**src/rtl/div_unit_if.sv**
```systemverilog
// div_unit_if: operand/result bundle between the execute stage and the divider.
//   master (execute stage): drives signed_div_i, opdata1_i, opdata2_i, start_i,
//                           annul_i; observes result_o, ready_o.
//   slave  (div_unit):      the reverse.
//   result_o is {remainder, quotient}, i.e. {HI, LO}.
interface div_unit_if #(
    parameter int DATA_W = 32
);
    logic                signed_div_i;
    logic [DATA_W-1:0]   opdata1_i;
    logic [DATA_W-1:0]   opdata2_i;
    logic                start_i;
    logic                annul_i;
    logic [2*DATA_W-1:0] result_o;
    logic                ready_o;

    modport master (
        output signed_div_i, opdata1_i, opdata2_i, start_i, annul_i,
        input  result_o, ready_o
    );

    modport slave (
        input  signed_div_i, opdata1_i, opdata2_i, start_i, annul_i,
        output result_o, ready_o
    );
endinterface

```
**src/rtl/div_unit.sv**
```systemverilog
// div_unit: multi-cycle restoring divider for div/divu, one quotient bit per clock.
//   clk  : rising-edge clock
//   rst  : asynchronous active-low reset
//   bus  : div_unit_if.slave (operands, signedness, start/annul in; result/ready out)
//
// state   | meaning
// --------+---------------------------------------------------------------
// FREE    | idle, waiting for start_i (annul_i blocks acceptance)
// BY_ZERO | divisor was zero; result 0 is published on the next edge
// ON      | iterating: DATA_W shift-subtract steps, then publish result
// END     | result_o/ready_o held until start_i drops
module div_unit #(
    parameter int DATA_W = 32
) (
    input logic       clk,
    input logic       rst,
    div_unit_if.slave bus
);
    localparam int CNT_W = $clog2(DATA_W) + 1;

    typedef enum logic [1:0] {
        FREE    = 2'd0,
        BY_ZERO = 2'd1,
        ON      = 2'd2,
        END     = 2'd3
    } state_t;

    state_t              state_q, state_d;
    logic [CNT_W-1:0]    cnt_q, cnt_d;
    logic [DATA_W-1:0]   rem_q, rem_d;
    logic [DATA_W-1:0]   dvd_q, dvd_d;   // dividend magnitude, consumed MSB first
    logic [DATA_W-1:0]   dvs_q, dvs_d;   // divisor magnitude
    logic [DATA_W-1:0]   quot_q, quot_d;
    logic                neg_quot_q, neg_quot_d;
    logic                neg_rem_q, neg_rem_d;
    logic [2*DATA_W-1:0] result_q, result_d;
    logic                ready_q, ready_d;

    logic [DATA_W:0]     shifted;
    logic [DATA_W:0]     partial;
    logic                neg1, neg2;

    always_ff @(posedge clk or negedge rst) begin
        if (!rst) begin
            state_q    <= FREE;
            cnt_q      <= '0;
            rem_q      <= '0;
            dvd_q      <= '0;
            dvs_q      <= '0;
            quot_q     <= '0;
            neg_quot_q <= 1'b0;
            neg_rem_q  <= 1'b0;
            result_q   <= '0;
            ready_q    <= 1'b0;
        end else begin
            state_q    <= state_d;
            cnt_q      <= cnt_d;
            rem_q      <= rem_d;
            dvd_q      <= dvd_d;
            dvs_q      <= dvs_d;
            quot_q     <= quot_d;
            neg_quot_q <= neg_quot_d;
            neg_rem_q  <= neg_rem_d;
            result_q   <= result_d;
            ready_q    <= ready_d;
        end
    end

    always_comb begin
        state_d    = state_q;
        cnt_d      = cnt_q;
        rem_d      = rem_q;
        dvd_d      = dvd_q;
        dvs_d      = dvs_q;
        quot_d     = quot_q;
        neg_quot_d = neg_quot_q;
        neg_rem_d  = neg_rem_q;
        result_d   = result_q;
        ready_d    = ready_q;

        neg1 = bus.signed_div_i & bus.opdata1_i[DATA_W-1];
        neg2 = bus.signed_div_i & bus.opdata2_i[DATA_W-1];

        // rem < divisor always, so the shifted value is below 2*divisor and the
        // 33-bit difference's MSB is a valid sign.
        shifted = {rem_q, dvd_q[DATA_W-1]};
        partial = shifted - {1'b0, dvs_q};

        unique case (state_q)
            FREE: begin
                ready_d  = 1'b0;
                result_d = '0;
                if (bus.start_i && !bus.annul_i) begin
                    dvd_d      = neg1 ? -bus.opdata1_i : bus.opdata1_i;
                    dvs_d      = neg2 ? -bus.opdata2_i : bus.opdata2_i;
                    neg_quot_d = neg1 ^ neg2;
                    neg_rem_d  = neg1;
                    rem_d      = '0;
                    quot_d     = '0;
                    cnt_d      = '0;
                    state_d    = (bus.opdata2_i == '0) ? BY_ZERO : ON;
                end
            end
            BY_ZERO: begin
                if (bus.annul_i) begin
                    state_d = FREE;
                end else begin
                    state_d  = END;
                    ready_d  = 1'b1;
                    result_d = '0;
                end
            end
            ON: begin
                if (bus.annul_i) begin
                    state_d = FREE;
                end else if (cnt_q == CNT_W'(DATA_W)) begin
                    state_d  = END;
                    ready_d  = 1'b1;
                    result_d = {neg_rem_q  ? -rem_q  : rem_q,
                                neg_quot_q ? -quot_q : quot_q};
                end else begin
                    if (!partial[DATA_W]) begin
                        rem_d  = partial[DATA_W-1:0];
                        quot_d = {quot_q[DATA_W-2:0], 1'b1};
                    end else begin
                        rem_d  = shifted[DATA_W-1:0];
                        quot_d = {quot_q[DATA_W-2:0], 1'b0};
                    end
                    dvd_d = {dvd_q[DATA_W-2:0], 1'b0};
                    cnt_d = cnt_q + 1'b1;
                end
            end
            END: begin
                if (!bus.start_i) begin
                    state_d  = FREE;
                    ready_d  = 1'b0;
                    result_d = '0;
                end
            end
            default: begin
                state_d = FREE;
            end
        endcase
    end

    assign bus.result_o = result_q;
    assign bus.ready_o  = ready_q;

endmodule

```
**src/flat_wrapper.sv**
```systemverilog
// flat-port wrapper written by rule: the top's interface ports become plain ports
module div_unit_flat 
#(
    parameter int DATA_W = 32
)
  (clk, rst, bus_signed_div_i, bus_opdata1_i, bus_opdata2_i, bus_start_i, bus_annul_i, bus_result_o, bus_ready_o);
  div_unit_if #(.DATA_W(DATA_W)) bus_i ();
  input logic clk;
  input logic rst;
  input wire logic [$bits(bus_i.signed_div_i)-1:0] bus_signed_div_i;
  input wire logic [$bits(bus_i.opdata1_i)-1:0] bus_opdata1_i;
  input wire logic [$bits(bus_i.opdata2_i)-1:0] bus_opdata2_i;
  input wire logic [$bits(bus_i.start_i)-1:0] bus_start_i;
  input wire logic [$bits(bus_i.annul_i)-1:0] bus_annul_i;
  output wire logic [$bits(bus_i.result_o)-1:0] bus_result_o;
  output wire logic [$bits(bus_i.ready_o)-1:0] bus_ready_o;
  assign bus_i.signed_div_i = bus_signed_div_i;
  assign bus_i.opdata1_i = bus_opdata1_i;
  assign bus_i.opdata2_i = bus_opdata2_i;
  assign bus_i.start_i = bus_start_i;
  assign bus_i.annul_i = bus_annul_i;
  assign bus_result_o = bus_i.result_o;
  assign bus_ready_o = bus_i.ready_o;
  div_unit #(.DATA_W(DATA_W)) u_core (.clk(clk), .rst(rst), .bus(bus_i));
endmodule
```
**config.mk**
```make
export PLATFORM = sky130hd
export DESIGN_NAME = div_unit_flat
export DESIGN_NICKNAME = d
export VERILOG_FILES = /design/src/rtl/div_unit_if.sv /design/src/rtl/div_unit.sv /design/src/flat_wrapper.sv
export SDC_FILE = /design/constraint.sdc
export NUM_CORES = 1
export LEC_CHECK = 0
export CAP_MARGIN = 20
export CORE_MARGIN = 1.5
export CORE_UTILIZATION = 55
export CTS_BUF_LIST = sky130_fd_sc_hd__clkbuf_8
export DETAILED_ROUTE_END_ITERATION = 7
export PLACE_DENSITY = 0.75
export SLEW_MARGIN = 20
export SYNTH_ARGS = -nofsm -noshare
export SYNTH_HDL_FRONTEND = slang
export SYNTH_SLANG_ARGS = --single-unit
```
**constraint.sdc**
```tcl
create_clock -name clk -period 4.1 [get_ports clk]
set_input_delay 0.41 -clock clk [delete_from_list [all_inputs] [get_ports clk]]
set_output_delay 0.41 -clock clk [all_outputs]
set_load 0.03 [all_outputs]
```
# Yosys cells after proc, flatten, opt, wreduce, memory -nomap -nowiden
# Index checks and enable logic that the tools add are counted.
# op_classes
addsub	6
n_eq_ne	11
muxes	38
n_bitwise	3
n_reduce_logical	9
# ops
op	count
two-way mux 32 bit	13
two-way mux 64 bit	4
one-hot mux 64 bit (4 select lines)	1
one-hot mux 32 bit (2 select lines)	3
negator 32 bit	4
subtractor 33 x 32 -> 33 bit	1
zero test 32 bit	1
two-way mux 6 bit	3
two-way mux 2 bit	6
one-hot mux 6 bit (2 select lines)	1
!= test 2 bit (second input constant)	4
one-hot mux 2 bit (4 select lines)	1
AND reduction 4 bit	2
adder 6 x 1 -> 6 bit (second input constant)	1
== test 6 bit (second input constant)	1
two-way mux 1 bit	5
== test 2 bit (second input constant)	2
!= test 2 x 1 -> 1 bit (second input constant)	2
one-hot mux 1 bit (4 select lines)	1
!= test 3 x 2 -> 1 bit (second input constant)	1
AND reduction 3 bit	1
bitwise AND 1 bit	2
== test 2 x 1 -> 1 bit (second input constant)	1
zero test 2 bit	1
5 further kinds	5
# word_totals
reg_bits	203
input_bits	69
output_inout_bits	65
word_cells	77

# Depth between registers and ports, before layout
# depth
ltp_word	5
ltp_mapped	13
mapped_depth_nobuf	11

# Least setup slack after synthesis
# No wires, ideal clock.
# synth_timing
path_type	register to register
from	register u_core.rem_q[26]
to	register u_core.rem_q[24]
setup_time_ps	139
arrival_ps	2630
required_time_ps	3961
setup_slack_ps	1331
path_stages_with_launch	11
path_buffers	2
period_less_slack_ps	2769
cell_sequence	dfrtp_1 ha_1 clkbuf_1 and4_1 and3_1 a221oi_1 mux2i_1 nand3_1 buf_4 nand2_1 o221ai_1
# synth_between
elab_chain_cells	5
# synth_rtl
element	line_no	source
from (decl)	div_unit.sv:30	logic [DATA_W-1:0] rem_q, rem_d;
from (signal assigned)	div_unit.sv:58	rem_q <= rem_d;
subtractor 33 x 32 -> 33 bit	div_unit.sv:87	partial = shifted - {1'b0, dvs_q};
two-way mux 32 bit	div_unit.sv:122	if (!partial[DATA_W]) begin
two-way mux 32 bit	div_unit.sv:116	end else if (cnt_q == CNT_W'(DATA_W)) begin
two-way mux 32 bit	div_unit.sv:114	if (bus.annul_i) begin
one-hot mux 32 bit (2 select lines)	div_unit.sv:89	unique case (state_q)
# No other way between the ends. The select of a mux whose other input is x is not followed.
# A chain may end at the register's enable or synchronous reset.

# Worst setup path in the final report
# layout_timing
from	register u_core.rem_q[23]
to	register u_core.rem_q[27]
# Same word-level chain as after synthesis.

==> out/qor.csv <==
metric,value,unit
Non-Filler Instances,1873,
final hold viol count,0,
combinational share of power,0.549,
Register Area,0.005081,sq mm
Synth cell types,70,
final core occ,0.6673,
clock share of power,0.163,
area grow syn2layout,17.94,%
DR vias,10740,
Syn Nets,1577,
DRT iter0 DRCs,755,
hold_ws,470.7,ps
final worst clock skew,24.65,ps
Relative slew margins,0.2850,
Int Pwr,6.203,mW
most frequent cells in the layout,"nand2_1, dfrtp_1, o21ai_0, clkdlybuf4s50_1, xor2_1",
predominant post-synthesis flop cell,dfrtp_1,
DIE AREA,0.02364,sq mm
crit path cell chain,ha_1 > and4_1 > and3_1 > a221oi_1 > mux2i_1 > nand3_1 > buf_4 > nand2_1 > o221ai_1,
FF-to-FF Start,u_core.rem_q[23],
vias in the first global route,10180,
Finish-stage setup viols,0,
WL/cell,15.74,um
core area,0.02209,sq mm
Post-Syn Area,0.01250,sq mm
Post-synth EDFFs,0,
CP Max Fanout,22,
Switch Pwr,5.165,mW
top-area cell type share of the netlist area,0.4064,
crit path capture type,flop,
post-synthesis cell count,1465,
hold endpoint,u_core.bus.result_o[3],
Post-route DRC,0,
Yosys reg bits,203,
TNS Setup,0,ps
cell taking the most area after synthesis,dfrtp_1,
DRT antenna net count,0,
Die Ht,153.8,um
Worst-path clk slew,70,ps
peak supply drop,0.3843,mV
Fillers,1900,
H-tree depth,2,
worst reg2reg endpoint,u_core.rem_q[27],
worst hold path class,flop to flop,
fin crit period,3256,ps
type of origin of the critical path,flop,
Max Cap Viol,0,
PD cells,771.1,mW/mm^2
Placement Cell Area,0.01405,sq mm
Tot Pwr,11.37,mW
cell count after placement,1816,
WL final,29.48,mm
Critical Path RT,4500,ps
Worst-Skew Late Latency,540,ps
Crit Path Category,flop to flop,
critical path's largest stage delay,560,ps
first-pass detailed-route iteration total,5,
standard-cell rows,54,
syn_area_per_cell,8.533,sq um
Total GRT Usage,0.2584,
first-pass GRT wire length,50.45,mm
CTS tree,yes,
"leading cell type in the layout, fill and taps excluded",nand2_1,
initial core utilization,0.5658,
vias per cell,5.733,
Clock Tree Buf Depth,3,
crit share post-route,0.7941,
Chip Width,153.8,um
share of power burned in registers,0.288,
clock sinks,203,
status,"complete, no violations",
number of CTS-inserted buffers,36,
WHS Path Cells,2,
Final WS setup,844.2,ps
Max Fclk,0.3071,GHz
IO Port Bufs,133,
Reg2Reg Setup Slack,840,ps
Async SR Flop Fraction,1.000,
Post-CTS Setup Inserts,0,
post-DP HPWL,21.33,mm
grt ovf,0,
cell leakage power,6.519,nW
largest net degree at the start of global routing,100,
"Slew Viols, Final",0,
pre-CTS setup slack,913.8,ps
initial antenna violation count,0,
post-synthesis sequential area ratio,0.4064,
Final Cell Area,0.01474,sq mm
R2R cell count,9,
share of cells above drive strength 1,0.06026,
Root Driver,clkbuf_8,
Worst-Margin Slew,1072,ps
# IOs,134,
Worst Path Arrival,3650,ps
slowest cell on the critical path,dfrtp_1,
GP Congestion,0.9470,
Switching Fraction,0.4543,
# hold bufs at CTS,1,
Nets,1687,
dominant cells by area after synthesis,"dfrtp_1, nand2_1, o21ai_0",
post-CTS sizing,0,
YS warnings,0,
Multi-input gate area,0.006920,sq mm
hold wc startpoint,u_core.bus.result_o[3],
unrepaired setup endpoints after global routing,no,
antenna diode count,0,
logic make-up (layout without fill, tap and decap cells):
family                     Yosys count  count (layout)  synth area share
and+or+nand+nor                    502             502            0.1868
xor gates and xnor gates           145             145            0.1016
buffers and inverters              138             266           0.04244
AOI/OAI and AO/OA                  412             412            0.2011
DFF                                203             203            0.4064
muxes                               22              22           0.01812
adders and majority gates           43              43           0.04364
worst max-delay path by stage:
| stage | start | to | depth (start not counted) |
|---|---|---|---|
| floorplan | u_core.rem_q[26] | u_core.rem_q[24] | 10 |
| global placement | bus_opdata1_i[10] | u_core.dvd_q[29] | 9 |
| detailed placement | u_core.rem_q[24] | u_core.rem_q[24] | 9 |
| CTS | u_core.dvd_q[31] | u_core.rem_q[9] | 11 |
| global route | u_core.dvd_q[31] | u_core.rem_q[9] | 11 |
| finish | u_core.rem_q[23] | u_core.rem_q[27] | 9 |
synthesized netlist by cell type (3+ instances only):
cell type	count
or3_1	11
nand3_1	78
a21o_1	11
nor3_1	19
buf_1	5
o221ai_1	6
buf_4	3
a21oi_1	66
o21ai_1	9
nand2b_1	12
xor2_1	85
ha_1	42
clkbuf_1	70
dfrtp_1	203
and3_1	5
a31oi_1	18
xnor2_1	60
nand4_1	3
nand3b_1	4
o211ai_1	7
o21a_1	6
o31ai_1	27
inv_1	58
a221o_1	5
a22oi_1	26
nor2b_1	4
or4_1	9
o21ai_0	191
or4_4	4
nor2_1	55
o31a_1	3
a21boi_0	4
nand2_1	265
nor4_1	6
nor3b_1	3
o41ai_1	11
mux2i_1	17
o21bai_1	4
and2_1	7
mux2_2	5
routing by layer:
metal  up-vias  global-route usage  part of all wire
met1      5022              0.3817              0.49
met4         0             0.06704             0.014
li1       5371                   -                 -
met3        36             0.04735             0.061
met2       308              0.3917              0.43
met5         -                   0                 0
area by class of cell:
cell class / count / area share
multi-input cells: 1124 / 0.4694
flip-flops and latches: 203 / 0.3446
repair buffers: 151 / 0.1007
clock buffers: 38 / 0.03547
well taps: 280 / 0.02376
inverters: 59 / 0.01502
clock inverters: 18 / 0.01095
power by group through the flow:
stage / logic, mW / registers (mW) / clock network, mW
after floorplan: 4.43 / 3.39 / 0
after global routing: 6.98 / 3.37 / 1.99
final: 6.25 / 3.27 / 1.85
after CTS: 6.23 / 3.26 / 1.90
after global placement: 6.09 / 3.25 / 0
after detailed placement: 6.19 / 3.29 / 0
worst max-delay path, delay by kind of cell, from the launching register on:
kind,cells,cell delay [ps]
AO/OA/AOI/OAI,2,620
adder cells (fa/ha/maj),1,380
buffers and inverters,1,270
flip-flops,1,560
multiplexers,1,400
AND/OR/NAND/NOR,4,900
sequential cells by signal, indices dropped and copies added, names as in the netlist, 2 cells and up:
name / count
u_core.rem_q: 32
u_core.quot_q: 32
u_core.cnt_q: 6
u_core.bus.result_o: 64
u_core.state_q: 2
u_core.dvd_q: 32
u_core.dvs_q: 32
Note: power is estimated with default switching activity, not from simulation.
